===== src/rtl/alu_seq.sv =====
// alu_seq: registered EX-stage ALU with start/valid handshake and a bit-serial multiplier.
// Define ALU_SEQ_DIV_EN to add the iterative restoring divider for DIVU/REMU.
module alu_seq #(
    parameter int unsigned DATA_WIDTH  = 32,
    parameter int unsigned SHAMT_WIDTH = $clog2(DATA_WIDTH)
) (
    input  logic                  clk,
    input  logic                  reset,
    input  logic                  Start_i,
    input  logic [3:0]            ALU_Operation_i,
    input  logic [DATA_WIDTH-1:0] A_i,
    input  logic [DATA_WIDTH-1:0] B_i,
    output logic                  Ready_o,
    output logic                  Valid_o,
    output logic [DATA_WIDTH-1:0] ALU_Result_o,
    output logic                  Zero_o
);

    localparam logic [3:0] OpAdd  = 4'b0000;
    localparam logic [3:0] OpSub  = 4'b0001;
    localparam logic [3:0] OpAnd  = 4'b0010;
    localparam logic [3:0] OpXor  = 4'b0011;
    localparam logic [3:0] OpSlt  = 4'b0100;
    localparam logic [3:0] OpSltu = 4'b0101;
    localparam logic [3:0] OpSrl  = 4'b0110;
    localparam logic [3:0] OpSra  = 4'b0111;
    localparam logic [3:0] OpLui  = 4'b1000;
    localparam logic [3:0] OpOr   = 4'b1001;
    localparam logic [3:0] OpMul  = 4'b1010;
    localparam logic [3:0] OpSll  = 4'b1100;
`ifdef ALU_SEQ_DIV_EN
    localparam logic [3:0] OpDivu = 4'b1011;
    localparam logic [3:0] OpRemu = 4'b1101;
`endif

    typedef enum logic [1:0] {StIdle, StBusy, StDone} state_e;

    state_e                  state_q;
    logic [3:0]              op_q;
    logic [SHAMT_WIDTH-1:0]  cnt_q;
    logic [DATA_WIDTH-1:0]   acc_q, opa_q, opb_q;
    logic [DATA_WIDTH-1:0]   acc_d, opa_d, opb_d;
    logic [DATA_WIDTH-1:0]   result_q;
    logic                    ready_q, valid_q, zero_q;
    logic [DATA_WIDTH-1:0]   comb_res, fin_res;
    logic                    is_iter;
    logic [SHAMT_WIDTH-1:0]  shamt;

    assign shamt = B_i[SHAMT_WIDTH-1:0];

    always_comb begin
        comb_res = '0;
        case (ALU_Operation_i)
            OpAdd:   comb_res = A_i + B_i;
            OpSub:   comb_res = A_i - B_i;
            OpAnd:   comb_res = A_i & B_i;
            OpXor:   comb_res = A_i ^ B_i;
            OpOr:    comb_res = A_i | B_i;
            OpSlt:   comb_res = {{(DATA_WIDTH-1){1'b0}}, ($signed(A_i) < $signed(B_i))};
            OpSltu:  comb_res = {{(DATA_WIDTH-1){1'b0}}, (A_i < B_i)};
            OpSrl:   comb_res = A_i >> shamt;
            OpSra:   comb_res = $signed(A_i) >>> shamt;
            OpSll:   comb_res = A_i << shamt;
            OpLui:   comb_res = {B_i[DATA_WIDTH-13:0], 12'b0};
            default: comb_res = '0;
        endcase
    end

    always_comb begin
        is_iter = (ALU_Operation_i == OpMul);
`ifdef ALU_SEQ_DIV_EN
        is_iter = is_iter || (ALU_Operation_i == OpDivu) || (ALU_Operation_i == OpRemu);
`endif
    end

`ifdef ALU_SEQ_DIV_EN
    // Restoring divide: acc holds the partial remainder, opa shifts the dividend out / quotient in.
    logic [DATA_WIDTH:0] rem_shift, rem_diff;
    assign rem_shift = {acc_q, opa_q[DATA_WIDTH-1]};
    assign rem_diff  = rem_shift - {1'b0, opb_q};
`endif

    always_comb begin
        acc_d = acc_q;
        opa_d = opa_q;
        opb_d = opb_q;
        case (op_q)
            OpMul: begin
                if (opb_q[0]) acc_d = acc_q + opa_q;
                opa_d = opa_q << 1;
                opb_d = opb_q >> 1;
            end
`ifdef ALU_SEQ_DIV_EN
            OpDivu, OpRemu: begin
                if (!rem_diff[DATA_WIDTH]) begin
                    acc_d = rem_diff[DATA_WIDTH-1:0];
                    opa_d = {opa_q[DATA_WIDTH-2:0], 1'b1};
                end else begin
                    acc_d = rem_shift[DATA_WIDTH-1:0];
                    opa_d = {opa_q[DATA_WIDTH-2:0], 1'b0};
                end
            end
`endif
            default: ;
        endcase
    end

    always_comb begin
        fin_res = acc_d;
`ifdef ALU_SEQ_DIV_EN
        if (op_q == OpDivu) fin_res = opa_d;
`endif
    end

    always_ff @(posedge clk or negedge reset) begin
        if (!reset) begin
            state_q  <= StIdle;
            op_q     <= OpAdd;
            cnt_q    <= '0;
            acc_q    <= '0;
            opa_q    <= '0;
            opb_q    <= '0;
            result_q <= '0;
            zero_q   <= 1'b1;
            valid_q  <= 1'b0;
            ready_q  <= 1'b1;
        end else begin
            valid_q <= 1'b0;
            case (state_q)
                StIdle: begin
                    if (Start_i) begin
                        op_q    <= ALU_Operation_i;
                        ready_q <= 1'b0;
                        if (is_iter) begin
                            state_q <= StBusy;
                            cnt_q   <= SHAMT_WIDTH'(DATA_WIDTH - 1);
                            acc_q   <= '0;
                            opa_q   <= A_i;
                            opb_q   <= B_i;
                        end else begin
                            state_q  <= StDone;
                            result_q <= comb_res;
                            zero_q   <= (comb_res == '0);
                            valid_q  <= 1'b1;
                        end
                    end
                end
                StBusy: begin
                    acc_q <= acc_d;
                    opa_q <= opa_d;
                    opb_q <= opb_d;
                    cnt_q <= cnt_q - SHAMT_WIDTH'(1);
                    // Last step lands straight in the result register.
                    if (cnt_q == '0) begin
                        state_q  <= StDone;
                        result_q <= fin_res;
                        zero_q   <= (fin_res == '0);
                        valid_q  <= 1'b1;
                    end
                end
                StDone: begin
                    state_q <= StIdle;
                    ready_q <= 1'b1;
                end
                default: begin
                    state_q <= StIdle;
                    ready_q <= 1'b1;
                end
            endcase
        end
    end

    assign Ready_o      = ready_q;
    assign Valid_o      = valid_q;
    assign ALU_Result_o = result_q;
    assign Zero_o       = zero_q;

endmodule


===== config.mk =====
export PLATFORM = sky130hd
export DESIGN_NAME = alu_seq
export DESIGN_NICKNAME = d
export VERILOG_FILES = /design/src/rtl/alu_seq.sv
export SDC_FILE = /design/constraint.sdc
export NUM_CORES = 1
export LEC_CHECK = 0
export ABC_AREA = 1
export ABC_CLOCK_PERIOD_IN_PS = 5220
export CORE_MARGIN = 2
export CORE_UTILIZATION = 55
export CTS_CLUSTER_DIAMETER = 100
export DETAILED_ROUTE_END_ITERATION = 12
export PLACE_DENSITY = 0.82
export SKIP_CTS_REPAIR_TIMING = 1
export SLEW_MARGIN = 0
export SYNTH_ARGS = -nofsm -noshare
export SYNTH_HDL_FRONTEND = slang
export SYNTH_SLANG_ARGS = --single-unit

===== constraint.sdc =====
create_clock -name clk -period 5.22 [get_ports clk]
set_input_delay 1.044 -clock clk [delete_from_list [all_inputs] [get_ports clk]]
set_output_delay 1.044 -clock clk [all_outputs]
set_load 0.02 [all_outputs]

Word-level counts from Yosys, hierarchy flattened
Cells that the tools add are included.
{"block": "word_totals", "output_inout_bits": 35, "regBits": 142, "word_cells": 88, "inputBits": 71}
{"block": "classes", "mux": 35, "n_lt_le_gt_ge": 2, "eq_ne": 18, "reduce_logical": 12, "shift": 3, "n_addsub": 4, "n_bitwise": 4}
{"operator": "32-bit 2-to-1 mux", "n": 13}
{"operator": "32-bit one-hot mux with 11 select lines", "n": 1}
{"operator": "32-bit one-hot mux with 2 select lines", "n": 4}
{"operator": "32-bit adder", "n": 2}
{"operator": "32-bit logical NOT", "n": 2}
{"operator": "32-bit < comparator", "n": 2}
{"operator": "32-bit bitwise AND", "n": 1}
{"operator": "32-bit OR", "n": 1}
{"operator": "32-bit by 5-bit left shift with 32-bit output", "n": 1}
{"operator": "32-bit by 5-bit right shift with 32-bit output", "n": 1}
{"operator": "32-bit by 5-bit >>> shifter with 32-bit output", "n": 1}
{"operator": "32-bit subtractor", "n": 1}
{"operator": "32-bit XOR", "n": 1}
{"operator": "4-bit equality test (second input constant)", "n": 5}
{"operator": "4-bit by 3-bit equality test with 1-bit output (second input constant)", "n": 4}
{"operator": "5-bit 2-to-1 mux", "n": 2}
{"operator": "2-bit inequality test (second input constant)", "n": 5}
{"operator": "5-bit one-hot mux with 2 select lines", "n": 1}
{"operator": "4-bit by 2-bit equality test with 1-bit output (second input constant)", "n": 2}
{"operator": "4-bit AND reduction", "n": 2}
{"operator": "1-bit 2-to-1 mux", "n": 7}
{"operator": "2-bit 2-to-1 mux", "n": 3}
{"operator": "1-bit one-hot mux with 2 select lines", "n": 3}
{"operator": "2-bit AND reduction", "n": 3}
{"operator": "10 further kinds", "n": 10}

Logic depth before layout (Yosys ltp)
{"block": "logic_depth", "depth_word": 6, "ltp_mapped": 25, "mapped_depth_nobuf": 24}

Least setup slack after synthesis
No wires, ideal clock.
{"block": "synth_timing", "path_type": "input to register", "startpoint": "input port B_i[3]", "endpoint": "register zero_q (netlist: Zero_o)", "t_arrival_ns": 3.246, "required_time_ns": 5.159, "slack_ns": 1.913, "cell_stages": 21, "n_path_buf": 2, "setup_ns": 0.061, "cell_sequence": "inv_2 > clkbuf_1 > ha_1 > buf_2 > inv_1 > nand2_1 > and2_1 > or2_2 > nand3_1 > nand3_1 > nor2_1 > nand2_1 > nor2_1 > nand2_1 > nor2_1 > nand2_1 > nor2_1 > nand3_1 > nand2_1 > nand2_1 > nand2_1"}
{"block": "synth_between", "elab_chain_len": 6, "word_cells_on_any_way": 15, "cone_classes": "2 x add/sub; 2 x order compare; 3 x shift; 4 x mux; 3 x bitwise; 1 x reduce/logical"}
{"item": "start, declared", "line_no": "12", "source": "input logic [DATA_WIDTH-1:0] B_i,"}
{"item": "32-bit subtractor, or another cell as far along", "line_no": "55", "source": "OpSub: comb_res = A_i - B_i;"}
{"item": "32-bit one-hot mux with 11 select lines *", "line_no": "53", "source": "case (ALU_Operation_i)"}
{"item": "32-bit logical NOT *", "line_no": "143", "source": "zero_q <= (comb_res == '0);"}
{"item": "1-bit 2-to-1 mux *", "line_no": "134", "source": "if (is_iter) begin"}
{"item": "1-bit 2-to-1 mux *", "line_no": "131", "source": "if (Start_i) begin"}
{"item": "1-bit one-hot mux with 2 select lines *", "line_no": "129", "source": "case (state_q)"}
{"item": "end signal, assigned", "line_no": "143"}
{"item": "end signal, assigned", "line_no": "157", "source": "zero_q <= (fin_res == '0);"}
{"item": "end, declared", "line_no": "44", "source": "logic ready_q, valid_q, zero_q;"}
Mark *: on every way between the ends. The rest lies on a longest branch, timed or not. The select of a mux whose other input is x is not followed.
A chain may end at the register's enable or synchronous reset.

Worst setup path in the final report
{"block": "layout_timing", "startpoint": "input port B_i[5]", "endpoint": "register zero_q (netlist: Zero_o)"}
{"block": "layout_between", "elab_chain_len": 6, "word_cells_on_any_way": 12, "cone_classes": "2 x add/sub; 2 x order compare; 4 x mux; 3 x bitwise; 1 x reduce/logical"}
{"item": "32-bit subtractor, or another cell as far along", "line_no": "55"}
{"item": "32-bit one-hot mux with 11 select lines *", "line_no": "53"}
{"item": "32-bit logical NOT *", "line_no": "143"}
{"item": "1-bit 2-to-1 mux *", "line_no": "134"}
{"item": "1-bit 2-to-1 mux *", "line_no": "131"}
{"item": "1-bit one-hot mux with 2 select lines *", "line_no": "129"}
Marks and branches as above.

==> results.json <==
{
  "yosys_register_bits": 142,
  "worst-r2r-cell-count": 17,
  "combPwrFrac_pct": 46.1,
  "worst-path-max-fanout": 7,
  "syn2layout_area_growth_pct": 11.3,
  "timing_max_transition_violations_final": 0,
  "start_kind": "primary input",
  "global_route.usage.met2_pct": 74.4,
  "rsz0062_at_grt": "no",
  "min-delay-path-class": "flop to flop",
  "final.setup_skew_ps": 16.1,
  "layout.cells.most_common": "sky130_fd_sc_hd__nand2_1",
  "synth_edf_count": 0,
  "syn-num-nets": 3662,
  "setup-violations-final": 0,
  "setup.worst_path.end_class": "flop",
  "max_cap_violations": 0,
  "status": "complete, no violations",
  "worstReg2RegEnd": "Zero_o",
  "place_inst": 3950,
  "power.net_switching_mw": 2.60,
  "die-width_um": 191,
  "r2r-start": "opa_q[0]",
  "synth_largest_area_cell": "sky130_fd_sc_hd__nand2_1",
  "synth_top_cell_area_share_pct": 22.4,
  "grt_pass1_wl_um": 138000,
  "route.detailed.drc": 0,
  "static-leakage-power_nw": 11.6,
  "avgSynthCellArea_um2": 5.56,
  "tritoncts_num_sinks": 142,
  "layout_min_cycle_time_ps": 4200,
  "synthArstFlopShare_pct": 100,
  "yosysUniqueCellTypes": 47,
  "ant_nets": 0,
  "layout.cell_area.non_filler_um2": 21400,
  "routed_wl_um": 95400,
  "setup_tns_ps": 0,
  "syn-cell-area_um2": 19200,
  "r2r_setup_slack_ps": 1850,
  "clockRootBuffer": "sky130_fd_sc_hd__clkbuf_16",
  "post_drt_wl_per_cell_um": 23.9,
  "preCtsSetupSlack_ps": 707,
  "cp_data_required_time_ps": 5630,
  "core_region_area_um2": 34500,
  "firstDrtPassIters": 11,
  "setup_ws_ps": 1020,
  "slew-limit-headroom_pct": 40.4,
  "tritoncts.num_buffers": 17,
  "grt.met1_usage_pct": 66.4,
  "grt-busiest-layer": "met2",
  "total_number_of_yosys_warnings": 0,
  "io-pin-count": 106,
  "cts.htree.levels": 4,
  "chipHeight_um": 191,
  "hold_viol": 0,
  "p_per_area_nw_per_um2": 254,
  "worst_ep_arrival_ps": 4610,
  "groute.usage.overall_pct": 51.6,
  "drt_iter0_drc": 3872,
  "timing_worst_setup_path_type": "primary input to flop",
  "synthTopCellsByArea": "sky130_fd_sc_hd__nand2_1 (22%), sky130_fd_sc_hd__dfrtp_1 (18%), sky130_fd_sc_hd__nand3_1 (14%)",
  "worstMarginPinSlew_ps": 890,
  "gp_congestion": 1.20,
  "final_cell_mix": "sky130_fd_sc_hd__nand2_1 (1145), sky130_fd_sc_hd__nand3_1 (553), sky130_fd_sc_hd__inv_1 (502), sky130_fd_sc_hd__nor2_1 (300), sky130_fd_sc_hd__dfrtp_1 (140)",
  "share_of_the_clock_period_used_by_the_worst_path_pct": 80.5,
  "die_area_um2": 36400,
  "number_of_vias_after_detailed_routing": 24700,
  "seq_power_share_pct": 29.9,
  "worstSetupEndpoint": "Zero_o",
  "intPower_mw": 2.82,
  "ctsLongestPathBuffers": 2,
  "routed_via_density": 6.20,
  "globalRoute.totalOverflow": 0,
  "std_cell_rows": 68,
  "final-instance-count-excl-fill": 3986,
  "grt_max_degree": 129,
  "share_of_total_power_in_the_clock_network_pct": 24.0,
  "dominantRegCellSynth": "sky130_fd_sc_hd__dfrtp_1",
  "synth_seq_area_share_pct": 18.5,
  "starting_density_of_the_core_pct": 55.7,
  "switching_share_pct": 48.0,
  "min_path_cells": 2,
  "drive_gt1_share_pct": 4.14,
  "final_nets": 3725,
  "launch_point_of_the_worst_path": "B_i[5]",
  "insertion_delay_ps": 470,
  "port_buffer_count": 105,
  "number_of_antenna_violations_at_the_first_check_in_global_routing": 5,
  "clkSlewWorstSetupHoldPaths_ps": 70,
  "dpl_cell_area_um2": 20800,
  "synth_cells": 3451,
  "globalRouteMet3Util_pct": 14.0,
  "vdd_ir_drop_max_v": 0.000248,
  "highest_clock_rate_mhz": 238,
  "cts_tree": "built",
  "dp_hpwl_um": 76500,
  "grt_pass1_vias": 21900
}
-- sequential cells by signal, summed over array words and instances (netlist names) --
name          cells
opb_q            32
Valid_o           1
ALU_Result_o     32
state_q           2
acc_q            32
op_q              4
opa_q            32
Zero_o            1
Ready_o           1
cnt_q             5
-- kinds of logic after synthesis --
| logic type | share of synthesized area, % |
|---|---|
| flip-flops | 18.5 |
| AO/OA/AOI/OAI | 12.3 |
| AND/OR/NAND/NOR | 46.3 |
| XOR/XNOR | 0.0914 |
| adder cells (fa/ha/maj) | 9.25 |
| buffers and inverters | 13.5 |
-- final cells by class --
type / instances / area, µm²
Multi-Input combinational cell: 2655 / 13000
Sequential cell: 142 / 3560
Tap cell: 455 / 569
Fill cell: 3413 / 13100
Antenna cell: 4 / 10.0
Clock buffer: 18 / 429
Clock inverter: 14 / 153
Inverter: 511 / 1920
Timing Repair Buffer: 187 / 1670
-- per-stage QoR --
| stage | util (%) | hold WS (ps) | power, mW |
|---|---|---|---|
| 2_1_floorplan | - | 451 | 2.99 |
| 3_3_place_gp | 60.2 | 464 | 3.93 |
| 3_5_place_dp | 60.2 | 477 | 3.98 |
| 4_1_cts | 61.9 | 494 | 5.28 |
| 5_1_grt | 61.9 | 512 | 5.64 |
| 6_report | 62.0 | 496 | 5.42 |
-- Yosys cell counts (all sizes together), types with 3 or more instances --
| library cell | instances |
|---|---|
| a211oi | 3 |
| a21boi | 3 |
| a21o | 3 |
| a21oi | 102 |
| a31oi | 22 |
| and2 | 10 |
| buf | 86 |
| clkbuf | 57 |
| dfrtp | 140 |
| fa | 3 |
| ha | 137 |
| inv | 509 |
| nand2 | 1150 |
| nand3 | 554 |
| nand3b | 9 |
| nand4 | 38 |
| nor2 | 303 |
| nor3 | 31 |
| nor4 | 4 |
| o211ai | 72 |
| o21a | 5 |
| o21ai | 143 |
| o21bai | 10 |
| o221ai | 5 |
| o22ai | 29 |
| or2 | 8 |
-- how the worst min path moves through the flow --
| stage | end | from | slack [ps] |
|---|---|---|---|
| after floorplan | cnt_q[4] | cnt_q[4] | 450 |
| after global placement | ALU_Result_o[2] | ALU_Result_o[2] | 460 |
| after detailed placement | op_q[0] | op_q[0] | 480 |
| after CTS | op_q[0] | op_q[0] | 490 |
| after global routing | ALU_Result_o[8] | ALU_Result_o[8] | 510 |
| final | op_q[0] | op_q[0] | 500 |
-- layer usage --
metal  vias up  part of all wire, %
li1      11200                    -
met1     11100                   37
met2      1970                   40
met3       381                   14
met4         2                  8.6
met5         -                0.013
-- power by group through the flow --
| stage | combinational (mW) | clock, mW | sequential (mW) |
|---|---|---|---|
| 2_1_floorplan | 1.42 | 0 | 1.57 |
| 3_3_place_gp | 2.34 | 0 | 1.59 |
| 3_5_place_dp | 2.37 | 0 | 1.61 |
| 4_1_cts | 2.40 | 1.29 | 1.59 |
| 5_1_grt | 2.68 | 1.34 | 1.63 |
| 6_report | 2.50 | 1.30 | 1.62 |
-- worst max-delay path, cell delays in order --
cell                              delay (ps)
sky130_fd_sc_hd__clkdlybuf4s50_1         650
sky130_fd_sc_hd__inv_1                   110
sky130_fd_sc_hd__ha_1                    390
sky130_fd_sc_hd__nor2_1                  310
sky130_fd_sc_hd__nand2_1                 120
sky130_fd_sc_hd__inv_1                    70
sky130_fd_sc_hd__nand3_1                  90
sky130_fd_sc_hd__nand2_1                 170
sky130_fd_sc_hd__nand2_1                  70
sky130_fd_sc_hd__nand3_1                  60
sky130_fd_sc_hd__nand2_1                  50
sky130_fd_sc_hd__nor2_1                  330
sky130_fd_sc_hd__nand3_1                 210
sky130_fd_sc_hd__nor2_1                  140
sky130_fd_sc_hd__nand2_1                  60
sky130_fd_sc_hd__nor2_1                  200
sky130_fd_sc_hd__nand2_1                  80
sky130_fd_sc_hd__nor2_1                  150
sky130_fd_sc_hd__nand3_1                 110
sky130_fd_sc_hd__nand2_1                  70
sky130_fd_sc_hd__nand2_1                  50
sky130_fd_sc_hd__nand2_1                  80
(Power assumes the default switching activity.)
